File: src/rtl/ov7670_capture.sv
// rtl/ov7670_capture.sv - OV7670 RGB565 byte-stream capture, packed to RGB444 and written into frame-buffer BRAM.
// Optional per-frame line counter output LINE_CNT_O enabled by defining CAPTURE_LINE_CNT_EN.
module ov7670_capture #(
   parameter int MAX_ADDRESS_C = 30720,
   parameter int ADDR_W_C      = 16
) (
   input  logic                PCLK_I,
   input  logic                RST_I,
   input  logic                ENABLE_I,
   input  logic                CAM_VSYNC_I,
   input  logic                CAM_HREF_I,
   input  logic [7:0]          CAM_DATA_I,
   output logic                BRAM_WE_O,
   output logic [ADDR_W_C-1:0] BRAM_ADDR_O,
   output logic [11:0]         BRAM_DATA_O,
   output logic                FRAME_DONE_O,
`ifdef CAPTURE_LINE_CNT_EN
   output logic [9:0]          LINE_CNT_O,
`endif
   output logic                BUSY_O
);

   localparam logic [1:0] IDLE_S       = 2'd0;
   localparam logic [1:0] WAIT_FRAME_S = 2'd1;
   localparam logic [1:0] CAPTURE_S    = 2'd2;

   localparam logic [ADDR_W_C-1:0] MAX_ADDR_L = ADDR_W_C'(MAX_ADDRESS_C);
   localparam logic [ADDR_W_C-1:0] ADDR_ONE_L = ADDR_W_C'(1);

   logic                vsync_q;
   logic                vsync_prev_q;
   logic                href_q;
   logic [7:0]          data_q;
   logic                enable_prev_q;

   logic [1:0]          state_q, state_d;
   logic                phase_q, phase_d;
   logic [6:0]          b0_q, b0_d;
   logic [ADDR_W_C-1:0] addr_q, addr_d;
   logic                we_q, we_d;
   logic [11:0]         wdata_q, wdata_d;
   logic                done_q, done_d;

   logic                vsync_rise;
   logic                vsync_fall;
   logic                enable_rise;
   logic                addr_full;
   logic                frame_start;

   always_ff @(posedge PCLK_I) begin
      if (RST_I) begin
         vsync_q       <= 1'b0;
         vsync_prev_q  <= 1'b0;
         href_q        <= 1'b0;
         data_q        <= 8'd0;
         // Reset as if ENABLE were already high so a level held through reset is not taken as an edge.
         enable_prev_q <= 1'b1;
      end else begin
         vsync_q       <= CAM_VSYNC_I;
         vsync_prev_q  <= vsync_q;
         href_q        <= CAM_HREF_I;
         data_q        <= CAM_DATA_I;
         enable_prev_q <= ENABLE_I;
      end
   end

   assign vsync_rise  = vsync_q & ~vsync_prev_q;
   assign vsync_fall  = ~vsync_q & vsync_prev_q;
   assign enable_rise = ENABLE_I & ~enable_prev_q;
   assign addr_full   = (addr_q == MAX_ADDR_L);
   assign frame_start = (state_q == WAIT_FRAME_S) && ENABLE_I && vsync_fall;

   always_comb begin
      state_d = state_q;
      phase_d = phase_q;
      b0_d    = b0_q;
      addr_d  = addr_q;
      we_d    = 1'b0;
      wdata_d = wdata_q;
      done_d  = 1'b0;

      // The address advances in the cycle after each write strobe.
      if (we_q) begin
         addr_d = addr_q + ADDR_ONE_L;
      end

      case (state_q)
         IDLE_S: begin
            if (enable_rise) begin
               state_d = WAIT_FRAME_S;
            end
         end
         WAIT_FRAME_S: begin
            if (!ENABLE_I) begin
               state_d = IDLE_S;
            end else if (frame_start) begin
               state_d = CAPTURE_S;
               addr_d  = '0;
               phase_d = 1'b0;
            end
         end
         CAPTURE_S: begin
            if (href_q) begin
               phase_d = ~phase_q;
               if (!phase_q) begin
                  b0_d = {data_q[7:4], data_q[2:0]};
               end else if (!addr_full) begin
                  we_d    = 1'b1;
                  wdata_d = {b0_q[6:3], b0_q[2:0], data_q[7], data_q[4:1]};
               end
            end else begin
               phase_d = 1'b0;
            end
            if (vsync_rise) begin
               done_d  = 1'b1;
               state_d = ENABLE_I ? WAIT_FRAME_S : IDLE_S;
            end
         end
         default: begin
            state_d = IDLE_S;
         end
      endcase
   end

   always_ff @(posedge PCLK_I) begin
      if (RST_I) begin
         state_q <= IDLE_S;
         phase_q <= 1'b0;
         b0_q    <= 7'd0;
         addr_q  <= '0;
         we_q    <= 1'b0;
         wdata_q <= 12'd0;
         done_q  <= 1'b0;
      end else begin
         state_q <= state_d;
         phase_q <= phase_d;
         b0_q    <= b0_d;
         addr_q  <= addr_d;
         we_q    <= we_d;
         wdata_q <= wdata_d;
         done_q  <= done_d;
      end
   end

   assign BRAM_WE_O    = we_q;
   assign BRAM_ADDR_O  = addr_q;
   assign BRAM_DATA_O  = wdata_q;
   assign FRAME_DONE_O = done_q;
   assign BUSY_O       = (state_q != IDLE_S);

`ifdef CAPTURE_LINE_CNT_EN
   logic       href_prev_q;
   logic       line_pix_q, line_pix_d;
   logic [9:0] line_cnt_q, line_cnt_d;
   logic       href_fall;

   assign href_fall = href_prev_q & ~href_q;

   // A line counts only if it delivered at least one complete byte pair.
   always_comb begin
      line_cnt_d = line_cnt_q;
      line_pix_d = line_pix_q;
      if (frame_start) begin
         line_cnt_d = 10'd0;
         line_pix_d = 1'b0;
      end else if (state_q == CAPTURE_S) begin
         if (href_q && phase_q) begin
            line_pix_d = 1'b1;
         end
         if (href_fall) begin
            line_pix_d = 1'b0;
            if (line_pix_q && (line_cnt_q != 10'd1023)) begin
               line_cnt_d = line_cnt_q + 10'd1;
            end
         end
      end
   end

   always_ff @(posedge PCLK_I) begin
      if (RST_I) begin
         href_prev_q <= 1'b0;
         line_pix_q  <= 1'b0;
         line_cnt_q  <= 10'd0;
      end else begin
         href_prev_q <= href_q;
         line_pix_q  <= line_pix_d;
         line_cnt_q  <= line_cnt_d;
      end
   end

   assign LINE_CNT_O = line_cnt_q;
`else
   // Line counting is compiled out; HREF edges are not tracked.
`endif

endmodule

File: config.mk
export PLATFORM = sky130hd
export DESIGN_NAME = ov7670_capture
export DESIGN_NICKNAME = d
export VERILOG_FILES = /design/src/rtl/ov7670_capture.sv
export SDC_FILE = /design/constraint.sdc
export NUM_CORES = 1
export LEC_CHECK = 0
export BUFFER_PORTS_ARGS = -buffer_cell sky130_fd_sc_hd__clkbuf_2
export CORE_MARGIN = 4
export CORE_UTILIZATION = 40
export CTS_BUF_LIST = sky130_fd_sc_hd__clkbuf_4 sky130_fd_sc_hd__clkbuf_8
export CTS_CLUSTER_SIZE = 12
export DETAILED_ROUTE_END_ITERATION = 6
export PLACE_DENSITY_LB_ADDON = 0.15
export SETUP_SLACK_MARGIN = 0.02
export SLEW_MARGIN = 20
export SYNTH_ARGS = -nofsm -noshare
export SYNTH_HDL_FRONTEND = slang
export SYNTH_SLANG_ARGS = --single-unit
File: constraint.sdc
create_clock -name PCLK_I -period 2.08 [get_ports PCLK_I]
set_input_delay 0.416 -clock PCLK_I [delete_from_list [all_inputs] [get_ports PCLK_I]]
set_output_delay 0.416 -clock PCLK_I [all_outputs]
set_load 0.02 [all_outputs]
Yosys cells after proc, flatten, opt, wreduce, memory -nomap -nowiden. Index checks and enable logic that the tools add are counted.

Bits of input ports: 13. Word-level logic and storage cells: 58. Register bits after elaboration: 52. Output and inout bits: 31.

Equality and inequality tests: 8. Reduce and logical (&&, ||, !) cells: 11. Bitwise logic cells: 10. Mux-type cells: 16. Add/sub/neg operators: 1.

Operator list (number): $mux 16 (4); $add 16x1->16 const B (1); $eq 16x15->1 const B (1); $reduce_and 3->1 (3); $mux 2 (4); $ne 2x2->1 const B (4); $not 1->1 (7); $mux 1 (6); $pmux 2 s3 (1); $reduce_and 4->1 (1); $reduce_bool 2->1 (2); $reduce_or 4->1 (1); $and 1x1->1 (3); $ne 3x3->1 const B (1); $eq 2x1->1 const B (1); $eq 2x2->1 const B (1); $logic_and 1x1->1 (2); $logic_not 2->1 (1); $pmux 1 s2 (1); $reduce_or 2->1 (1).

Depth between registers and ports, before layout. Gate-level depths: netlist (run 1).

Word-level depth: 6. Gate-level depth with buffers: 8. Gate-level depth less buffers: 6.

Least setup slack after synthesis (run 1). No wires, ideal clock.

Kind: reg2reg. Start point: reg we_q (netlist: BRAM_WE_O). End point: reg addr_q[13] (netlist: BRAM_ADDR_O[13]). Arrival time: 1.818 ns. Data required time: 2.010 ns. Library setup time: 0.070 ns. Cell stages (with the launch flop): 6. Path buffers: 1. Path slack: 0.192 ns. Period minus slack after synthesis: 1.888 ns. Cells stage by stage: dfxtp_1 > buf_2 > nand4_4 > or4_4 > or3_1 > a21oi_1.

Longest elaborated chain between the ends: 4.

Ends and longest elaborated chain: from (decl) (RTL line 40) `logic we_q, we_d;`; from (signal assigned) (RTL line 139) `we_q <= we_d;`; $mux 16 * (RTL line 83) `if (we_q) begin`; $mux 16 (RTL line 96) `end else if (frame_start) begin`; $mux 16 (RTL line 94) `if (!ENABLE_I) begin`; $mux 16 * (RTL line 87) `case (state_q)`; to (signal assigned) (RTL line 138) `addr_q <= addr_d;`; to (decl) (RTL line 39) `logic [ADDR_W_C-1:0] addr_q, addr_d;`.

Every way passes the cells marked *; elsewhere a longest branch is shown, timed or not. A chain may end at the register's enable or synchronous reset.

Worst setup path after layout (run 1).
Start point: reg addr_q[2] (netlist: BRAM_ADDR_O[2]). End point: reg addr_q[15] (netlist: BRAM_ADDR_O[15]).

Longest elaborated chain between the ends: 5.

Ends and longest elaborated chain: $add 16x1->16 * (RTL line 84) `addr_d = addr_q + ADDR_ONE_L;`; $mux 16 * (RTL line 83); $mux 16 (RTL line 96); $mux 16 (RTL line 94); $mux 16 * (RTL line 87).

Marked as above.

==> results of run 1 <==
power by group:
group          total (mW)  internal [mW]  switching [mW]
Combinational      0.0542         0.0245          0.0297
Sequential           1.01           1.01         0.00617
Clock               0.687          0.370           0.317
final timing paths:
check | from | endpoint
max | BRAM_ADDR_O[2]$_SDFF_PP0_ | BRAM_ADDR_O[15]$_SDFF_PP0_
max reg2reg | BRAM_ADDR_O[2]$_SDFF_PP0_ | BRAM_ADDR_O[15]$_SDFF_PP0_
min reg2reg | data_q[3]$_SDFF_PP0_ | BRAM_DATA_O[2]$_SDFFE_PP0P_
min | CAM_DATA_I[5] | data_q[5]$_SDFF_PP0_
sequential cells by signal, indices dropped and copies added (netlist names):
signal	flops
BRAM_ADDR_O	16
BRAM_DATA_O	12
data_q	8
b0_q	7
state_q	2
BRAM_WE_O	1
FRAME_DONE_O	1
enable_prev_q	1
href_q	1
phase_q	1
vsync_prev_q	1
vsync_q	1
cell families after synthesis:
kind of cell | Yosys count | synth area share
compound gates | 16 | 0.04860
xor+xnor | 10 | 0.04361
fa+ha+maj | 2 | 0.01246
buf+inv | 18 | 0.03489
flops | 52 | 0.5184
mux | 20 | 0.09969
simple gates | 96 | 0.2424
final cells by class:
class | instances | area [sq um]
fill | 469 | 2344
sequential | 52 | 1041
multi-input combinational | 144 | 897.1
timing repair buffer | 51 | 275.3
tap | 67 | 83.83
clock buffer | 6 | 76.32
clock inverter | 2 | 35.03
inverter | 9 | 33.78
layer usage:
| layer | GRT usage | vias up | wire, um |
|---|---|---|---|
| met5 | 0 | - | 0 |
| met4 | 0.05670 | 0 | 42 |
| met3 | 0.03968 | 2 | 222 |
| met2 | 0.2012 | 43 | 1703 |
| met1 | 0.1665 | 689 | 1840 |
| li1 | - | 806 | - |
cells in the mapped netlist, drive strengths merged, types with 2 or more instances:
cell type and count:
clkbuf 7, nor4 3, or2 2, a211o 2
nor2b 11, inv 8, or3 5, buf 2
nand3 3, ha 2, nand2 32, a21oi 6
o21ai 5, nand4 6, nor3 3, nor2 22
xnor2 4, dfxtp 52, and3 2, mux2i 20
xor2 6
worst register-to-register path, stage by stage, from the launching register on:
cell	delay, ns
dfxtp_1	0.48
nand4_4	0.20
or4_4	0.59
or3_1	0.36
a21oi_1	0.14
stage by stage:
stage | cells | hold slack (ns) | area, sq um | total power [mW] | setup slack [ns]
after global placement | 323 | 0.4334 | 2331 | 1.092 | 0.3293
after global routing | 331 | 0.3195 | 2442 | 1.824 | 0.1487
after detailed placement | 323 | 0.4369 | 2331 | 1.092 | 0.2558
after CTS | 331 | 0.3114 | 2442 | 1.781 | 0.2441
final | 331 | 0.3200 | 2442 | 1.755 | 0.2398
after floorplan | 214 | 0.4236 | 2008 | 1.067 | 0.1918
==> qor.yml, run 1 <==
powerDensity_nw_per_um2: 718.7
setup_violations: 0
min_path_type: "primary input to flop"
finalSetupTns_ns: 0
antenna_found_initial: 0
dp.final_hpwl_mm: 2.769
finClkSkew_ns: 0.006966
hold_violations: 0
fin_crit_sh: 0.8847
grt_max_degree: 22
tightest_slew_ns: 0.4555
r2r_cells: 4
vias: 1540
clkLatencyLatePin_ns: 0.30
start_util: 0.4196
ctsHoldBuffers: 0
cts_buffers: 5
clk_pin_slew_ns: 0.09
grt_pass1_wl_mm: 6.382
max_cap_viol_count: 0
grt_pass1_vias: 1373
num_antenna_cells: 0
cts_setup_buffers: 0
wl_per_cell_um: 11.50
vias_per_cell: 4.653
rsz0062_at_grt: "false"
status: "complete, no violations"
gp_congestion: 0.7859
setup.worst_path.end_class: "flop"
synth_edf_count: 0
syn_avg_cell_area_sq_um: 9.384
drc: 0
ff2ff_setup_slack_ns: 0.24
synth_top_cell_by_area: "dfxtp_1"
critPathLaunchType: "flop"
yosysWarnings: 0
maxSlewViolCount: 0
fp.dieH_um: 78.86
power.leakage_nw: 0.9874
dieArea_sq_um: 6218
routed_wl_mm: 3.808
io_buffer_count: 43
path_delay_family: "simple AND/OR/NAND/NOR gates"
synth-async-reset-ratio: 0
layout_min_cycle_time_ns: 1.840
clkSinkCount: 52
synth.cell_area_sq_um: 2008
std_cell_rows: 25
timing.critical_path.buf_inv: 0
ant_nets: 0
path_cells: "nand4_4 > or4_4 > or3_1 > a21oi_1"
slew-limit-headroom: 0.6922
track_usage: 0.1298
synth_ff_type: "dfxtp_1"
cts_resized: 0
holdPathStages: 2
cp_slowest_cell: "or4_4"
layout_common_cells: "dfxtp_1 (52), clkbuf_2 (43), nand2_1 (32)"
final_common_cell: "dfxtp_1"
drt-initial-drc-count: 42
syn_to_final_growth_pct: 21.62
grt_overflow_total: 0
vdd_drop_max_mv: 0.3635
synth_nets: 229
path_class: "flop to flop"
critical_path.max_fanout: 9
required_ns: 2.31
h-tree-depth: 2
syn_inst: 214
ys_ff_latch: 52
drive_gt1_frac: 0.2386
synth_cell_types: 34
synth_area_leaders: "dfxtp_1 (52%), mux2i_1 (10%), nand2_1 (6.0%)"
nets: 278
cp.depth: 4
cp_slowest_stage_delay_ns: 0.59
ys_seq_area_frac: 0.5184
die_w_um: 78.86
fp.coreArea_sq_um: 4786
cts_tree: "done"
cp_data_arrival_time_ns: 2.07
cts.path.max_buffers: 2
firstDrtPassIters: 4
root_buffer: "clkbuf_8"
final_util: 0.5103
yosysTopAreaCellShare: 0.5184
fmax_ghz: 0.5434
ios: 44
No activity file was read; power rests on OpenSTA's default activity.
==> run 2: changes to the inputs <==
--- a/config.mk
+++ b/config.mk
@@ -8,7 +8,7 @@
 export BUFFER_PORTS_ARGS = -buffer_cell sky130_fd_sc_hd__clkbuf_2
 export CORE_MARGIN = 4
 export CORE_UTILIZATION = 40
-export CTS_BUF_LIST = sky130_fd_sc_hd__clkbuf_4 sky130_fd_sc_hd__clkbuf_8
+export CTS_BUF_LIST = sky130_fd_sc_hd__clkbuf_4
 export CTS_CLUSTER_SIZE = 12
 export DETAILED_ROUTE_END_ITERATION = 6
 export PLACE_DENSITY_LB_ADDON = 0.15
==> qor.yml, run 2 (synthesized netlist as in run 1, its figures left out) <==
status: "complete, no violations"
hold_ws_ns: 0.2543  # -0.06567 ns
io_buffer_count: 43  # unchanged
dieArea_sq_um: 6218  # unchanged
powerDensity_nw_per_um2: 679.3  # -5.5%
wl_per_cell_um: 11.44  # -0.60%
fin_ws_ns: 0.2325  # -0.007242 ns
slew-limit-headroom: 0.6839  # -0.008270
tightest_slew_ns: 0.4678  # +0.01224 ns
gp_congestion: 0.7859  # unchanged
drc: 0  # unchanged
dp_slack_ns: 0.2558  # unchanged
finClkSkew_ns: 0.007448  # +0.0004817 ns
grt_overflow_total: 0  # unchanged
fmax_ghz: 0.5413  # -0.39%
cts.path.max_buffers: 2  # unchanged
syn_to_final_growth_pct: 20.06
largest_reg_flops: 16  # unchanged
drt-initial-drc-count: 40  # -4.8%
h-tree-depth: 2  # unchanged
r2r_cells: 4  # unchanged
max_cap_viol_count: 0  # unchanged
die_w_um: 78.86  # unchanged
grt_pass1_wl_mm: 6.306  # -1.2%
power.leakage_nw: 0.9744  # -1.3%
cts_buffers: 5  # unchanged
worstHoldStart: "CAM_DATA_I[5]"
start_util: 0.4196  # unchanged
std_cell_rows: 25  # unchanged
cts_resized: 0  # unchanged
dp.cells: 323  # unchanged
root_buffer: "clkbuf_4"
dp.final_hpwl_mm: 2.769  # unchanged
ctsHoldBuffers: 0  # unchanged
layout_common_cells: "dfxtp_1 (52), clkbuf_2 (43), nand2_1 (32)"
layout_min_cycle_time_ns: 1.847  # +0.007242 ns
r2r_start: "BRAM_ADDR_O[2]$_SDFF_PP0_"
holdPathStages: 2  # unchanged
clkSinkCount: 52  # unchanged
path_class: "flop to flop"
vias: 1525  # -0.97%
ios: 44  # unchanged
finalNonFillerCells: 331  # unchanged
critPathLaunchType: "flop"
fillers: 469  # unchanged
grt_pass1_vias: 1365  # -0.58%
min_path_type: "primary input to flop"
fp.coreArea_sq_um: 4786  # unchanged
drive_gt1_frac: 0.2386  # unchanged
antenna_found_initial: 0  # unchanged
track_usage: 0.1279  # -0.001888
cp_data_arrival_time_ns: 2.15  # +0.08 ns
p_total_mw: 1.638  # -6.7%
clk_pin_slew_ns: 0.14  # +0.05 ns
setup_violations: 0  # unchanged
cts_tree: "done"
maxSlewViolCount: 0  # unchanged
fin_crit_sh: 0.8882  # +0.003482
hold_violations: 0  # unchanged
finalSetupTns_ns: 0  # unchanged
cts_setup_buffers: 0  # unchanged
vdd_drop_max_mv: 0.3839  # +5.6%
fp.dieH_um: 78.86  # unchanged
routed_wl_mm: 3.785  # -0.60%
final_common_cell: "dfxtp_1"
vias_per_cell: 4.607  # -0.97%
setup.worst_path.end_class: "flop"
critPathLaunch: "BRAM_ADDR_O[2]$_SDFF_PP0_"
critical_path.max_fanout: 9  # unchanged
clkLatencyLatePin_ns: 0.36  # +0.06 ns
num_antenna_cells: 0  # unchanged
rsz0062_at_grt: "false"
nets: 278  # unchanged
ant_nets: 0  # unchanged
grt_max_degree: 22  # unchanged
firstDrtPassIters: 4  # unchanged
required_ns: 2.38  # +0.07 ns
run 2: cell counts in the layout (fill, tap and decap cells not counted):
No cell type changed its count.
run 2: layout make-up:
class | count | area [sq um] | area share
sequential | 52 | 1041 | 0.4318
multi-input combinational | 144 | 897.1 | 0.3721
timing repair buffer | 51 | 275.3 | 0.1142
tap | 67 | 83.83 | 0.03477
clock buffer | 6 | 45.04 | 0.01868
clock inverter | 2 | 35.03 | 0.01453
inverter | 9 | 33.78 | 0.01401
run 2: final timing paths:
kind	to	slack, ns
max	BRAM_ADDR_O[15]$_SDFF_PP0_	0.23
min	data_q[5]$_SDFF_PP0_	0.25
max reg2reg	BRAM_ADDR_O[15]$_SDFF_PP0_	0.23
min reg2reg	BRAM_DATA_O[2]$_SDFFE_PP0P_	0.46
run 2: critical path, stage by stage (launching register included):
cell and delay, ns:
dfxtp_1 0.50, nand4_4 0.20, or4_4 0.59, or3_1 0.36, a21oi_1 0.14
run 2: power breakdown:
part / internal [mW] / switching [mW]
Sequential: 1.01 / 0.00624
Combinational: 0.0245 / 0.0299
Clock: 0.266 / 0.303
run 2: routing by layer:
| layer | vias to the layer above | wire length (um) | track usage |
|---|---|---|---|
| li1 | 805 | - | - |
| met1 | 683 | 1899 | 0.1660 |
| met2 | 33 | 1651 | 0.1978 |
| met3 | 4 | 191 | 0.04308 |
| met4 | 0 | 42 | 0.04639 |
| met5 | - | 0 | 0 |
run 2: through the flow:
stage | cell area, sq um | utilization
after floorplan | 2008 | -
after global placement | 2331 | 0.4871
after detailed placement | 2331 | 0.4871
after CTS | 2411 | 0.5038
after global routing | 2411 | 0.5038
final | 2411 | 0.5038
==> run 3: changes to the inputs <==
--- a/config.mk
+++ b/config.mk
@@ -11,6 +11,7 @@
 export CTS_BUF_LIST = sky130_fd_sc_hd__clkbuf_4
 export CTS_CLUSTER_SIZE = 12
 export DETAILED_ROUTE_END_ITERATION = 6
+export MAX_ROUTING_LAYER = met4
 export PLACE_DENSITY_LB_ADDON = 0.15
 export SETUP_SLACK_MARGIN = 0.02
 export SLEW_MARGIN = 20
==> constraint.sdc (replaced) <==
create_clock -name PCLK_I -period 1.7 [get_ports PCLK_I]
set_input_delay 0.34 -clock PCLK_I [delete_from_list [all_inputs] [get_ports PCLK_I]]
set_output_delay 0.34 -clock PCLK_I [all_outputs]
set_load 0.02 [all_outputs]
==> qor.yml, run 3 (synthesized netlist as in run 1, its figures left out) <==
gp_congestion: 0.7905  # +0.59%
dp.final_hpwl_mm: 2.797  # +1.0%
r2r_cells: 4  # unchanged
drc: 0  # unchanged
vdd_drop_max_mv: 0.4521  # +18%
grt_pass1_wl_mm: 6.644  # +5.4%
cts_setup_buffers: 0  # unchanged
std_cell_rows: 25  # unchanged
die_w_um: 78.86  # unchanged
cts.path.max_buffers: 2  # unchanged
tightest_slew_ns: 0.3532  # -0.1145 ns
path_class: "flop to flop"
path_delay_family: "simple AND/OR/NAND/NOR gates"
nets: 283  # +1.8%
cts_resized: 0  # unchanged
critPathLaunch: "BRAM_WE_O$_SDFF_PP0_"
power.leakage_nw: 1.014  # +4.0%
critical_path.max_fanout: 7  # -2
io_buffer_count: 43  # unchanged
fin_crit_sh: 0.9410  # +0.05282
cp.depth: 4  # unchanged
path_cells: "nand4_4 > or4_4 > or3_1 > a21oi_1"
ctsHoldBuffers: 0  # unchanged
finalSetupTns_ns: 0  # unchanged
required_ns: 2.02  # -0.36 ns
clkLatencyLatePin_ns: 0.37  # about the same
wl_per_cell_um: 11.37  # -0.58%
grt_overflow_total: 0  # unchanged
setup.worst_path.end_class: "flop"
drt-initial-drc-count: 63  # +57%
dpl-instance-area_sq_um: 2404  # +3.1%
setup_violations: 0  # unchanged
vias: 1553  # +1.8%
largest_reg_flops: 16  # unchanged
timing.critical_path.buf_inv: 0  # unchanged
layout_common_cells: "dfxtp_1 (43), clkbuf_2 (43), nand2_1 (32)"
cts_tree: "done"
routed_wl_mm: 3.820  # +0.92%
postLayoutCellArea_sq_um: 2496  # +3.5%
rsz0062_at_grt: "false"
ios: 44  # unchanged
cp_data_arrival_time_ns: 1.92  # -0.23 ns
maxSlewViolCount: 0  # unchanged
cp_slowest_stage_delay_ns: 0.58  # about the same
cts_buffers: 5  # unchanged
finClkSkew_ns: 0.009188  # +0.001740 ns
dieArea_sq_um: 6218  # unchanged
cp-endpoint: "BRAM_ADDR_O[15]$_SDFF_PP0_"
ff2ff_setup_slack_ns: 0.10  # -0.13 ns
critPathLaunchType: "flop"
ant_nets: 0  # unchanged
worstReg2RegEnd: "BRAM_ADDR_O[15]$_SDFF_PP0_"
final_util: 0.5216  # +0.01778
firstDrtPassIters: 3  # -1
fillers: 451  # -3.8%
hold_violations: 0  # unchanged
grt_pass1_vias: 1484  # +8.7%
max_cap_viol_count: 0  # unchanged
antenna_found_initial: 0  # unchanged
vias_per_cell: 4.622  # +0.32%
hold_ws_ns: 0.1665  # -0.08786 ns
h-tree-depth: 2  # unchanged
start_util: 0.4196  # unchanged
layout_min_cycle_time_ns: 1.600  # -0.2477 ns
fmax_ghz: 0.6251  # +15%
num_antenna_cells: 0  # unchanged
status: "complete, no violations"
clkSinkCount: 52  # unchanged
powerDensity_nw_per_um2: 812.4  # +20%
track_usage: 0.1365  # +0.008630
drive_gt1_frac: 0.2862  # +0.04761
grt_max_degree: 27  # +23%
fp.dieH_um: 78.86  # unchanged
r2r_start: "BRAM_WE_O$_SDFF_PP0_"
min_path_type: "primary input to flop"
slew-limit-headroom: 0.7624  # +0.07844
root_buffer: "clkbuf_4"
cp_slowest_cell: "or4_4"
syn_to_final_growth_pct: 24.30
fp.coreArea_sq_um: 4786  # unchanged
clk_pin_slew_ns: 0.15  # about the same
[run 3: how the worst min path moves through the flow]
stage,from,end,slack [ns],cells after the start
2_1_floorplan,RST_I,data_q[1]$_SDFF_PP0_,0.41,1
3_3_place_gp,data_q[3]$_SDFF_PP0_,BRAM_DATA_O[2]$_SDFFE_PP0P_,0.43,2
3_5_place_dp,data_q[3]$_SDFF_PP0_,BRAM_DATA_O[2]$_SDFFE_PP0P_,0.44,2
4_1_cts,CAM_DATA_I[0],data_q[0]$_SDFF_PP0_,0.15,2
5_1_grt,CAM_DATA_I[0],data_q[0]$_SDFF_PP0_,0.14,2
6_report,CAM_DATA_I[0],data_q[0]$_SDFF_PP0_,0.17,2
[run 3: metrics by stage]
step	setup WS, ns	instances	total power [mW]
final	0.1002	336	2.028
after global placement	0.1392	328	1.339
after global routing	0.02088	336	2.116
after detailed placement	0.1037	328	1.339
after CTS	0.05657	336	2.055
after floorplan	0.01415	214	1.304
[run 3: metal layers]
metal	vias to the layer above	track usage	share of wire
li1	819	-	-
met1	696	0.1675	0.48
met2	32	0.2139	0.45
met3	6	0.03288	0.054
met4	0	0.06186	0.013
met5	-	-	0
[run 3: worst reg2reg max path, stage by stage (launching register included)]
cell and delay, ns:
dfxtp_4 0.42, nand4_4 0.11, or4_4 0.58, or3_1 0.32, a21oi_1 0.12
[run 3: cell type report]
class                           instances  area [sq um]  area share
Clock buffer                            6         45.04     0.01805
Clock inverter                          2         38.79     0.01554
Inverter                                9         33.78     0.01353
Multi-Input combinational cell        144         897.1      0.3594
Sequential cell                        52          1060      0.4246
Tap cell                               67         83.83     0.03358
Timing Repair Buffer                   56         337.8      0.1353
[run 3: report_power, final]
group          internal, mW  switching (mW)  total, mW  leakage (nW)
clock network         0.332           0.387      0.719        0.0463
logic                0.0336          0.0372     0.0708         0.540
registers              1.23         0.00813       1.24         0.428
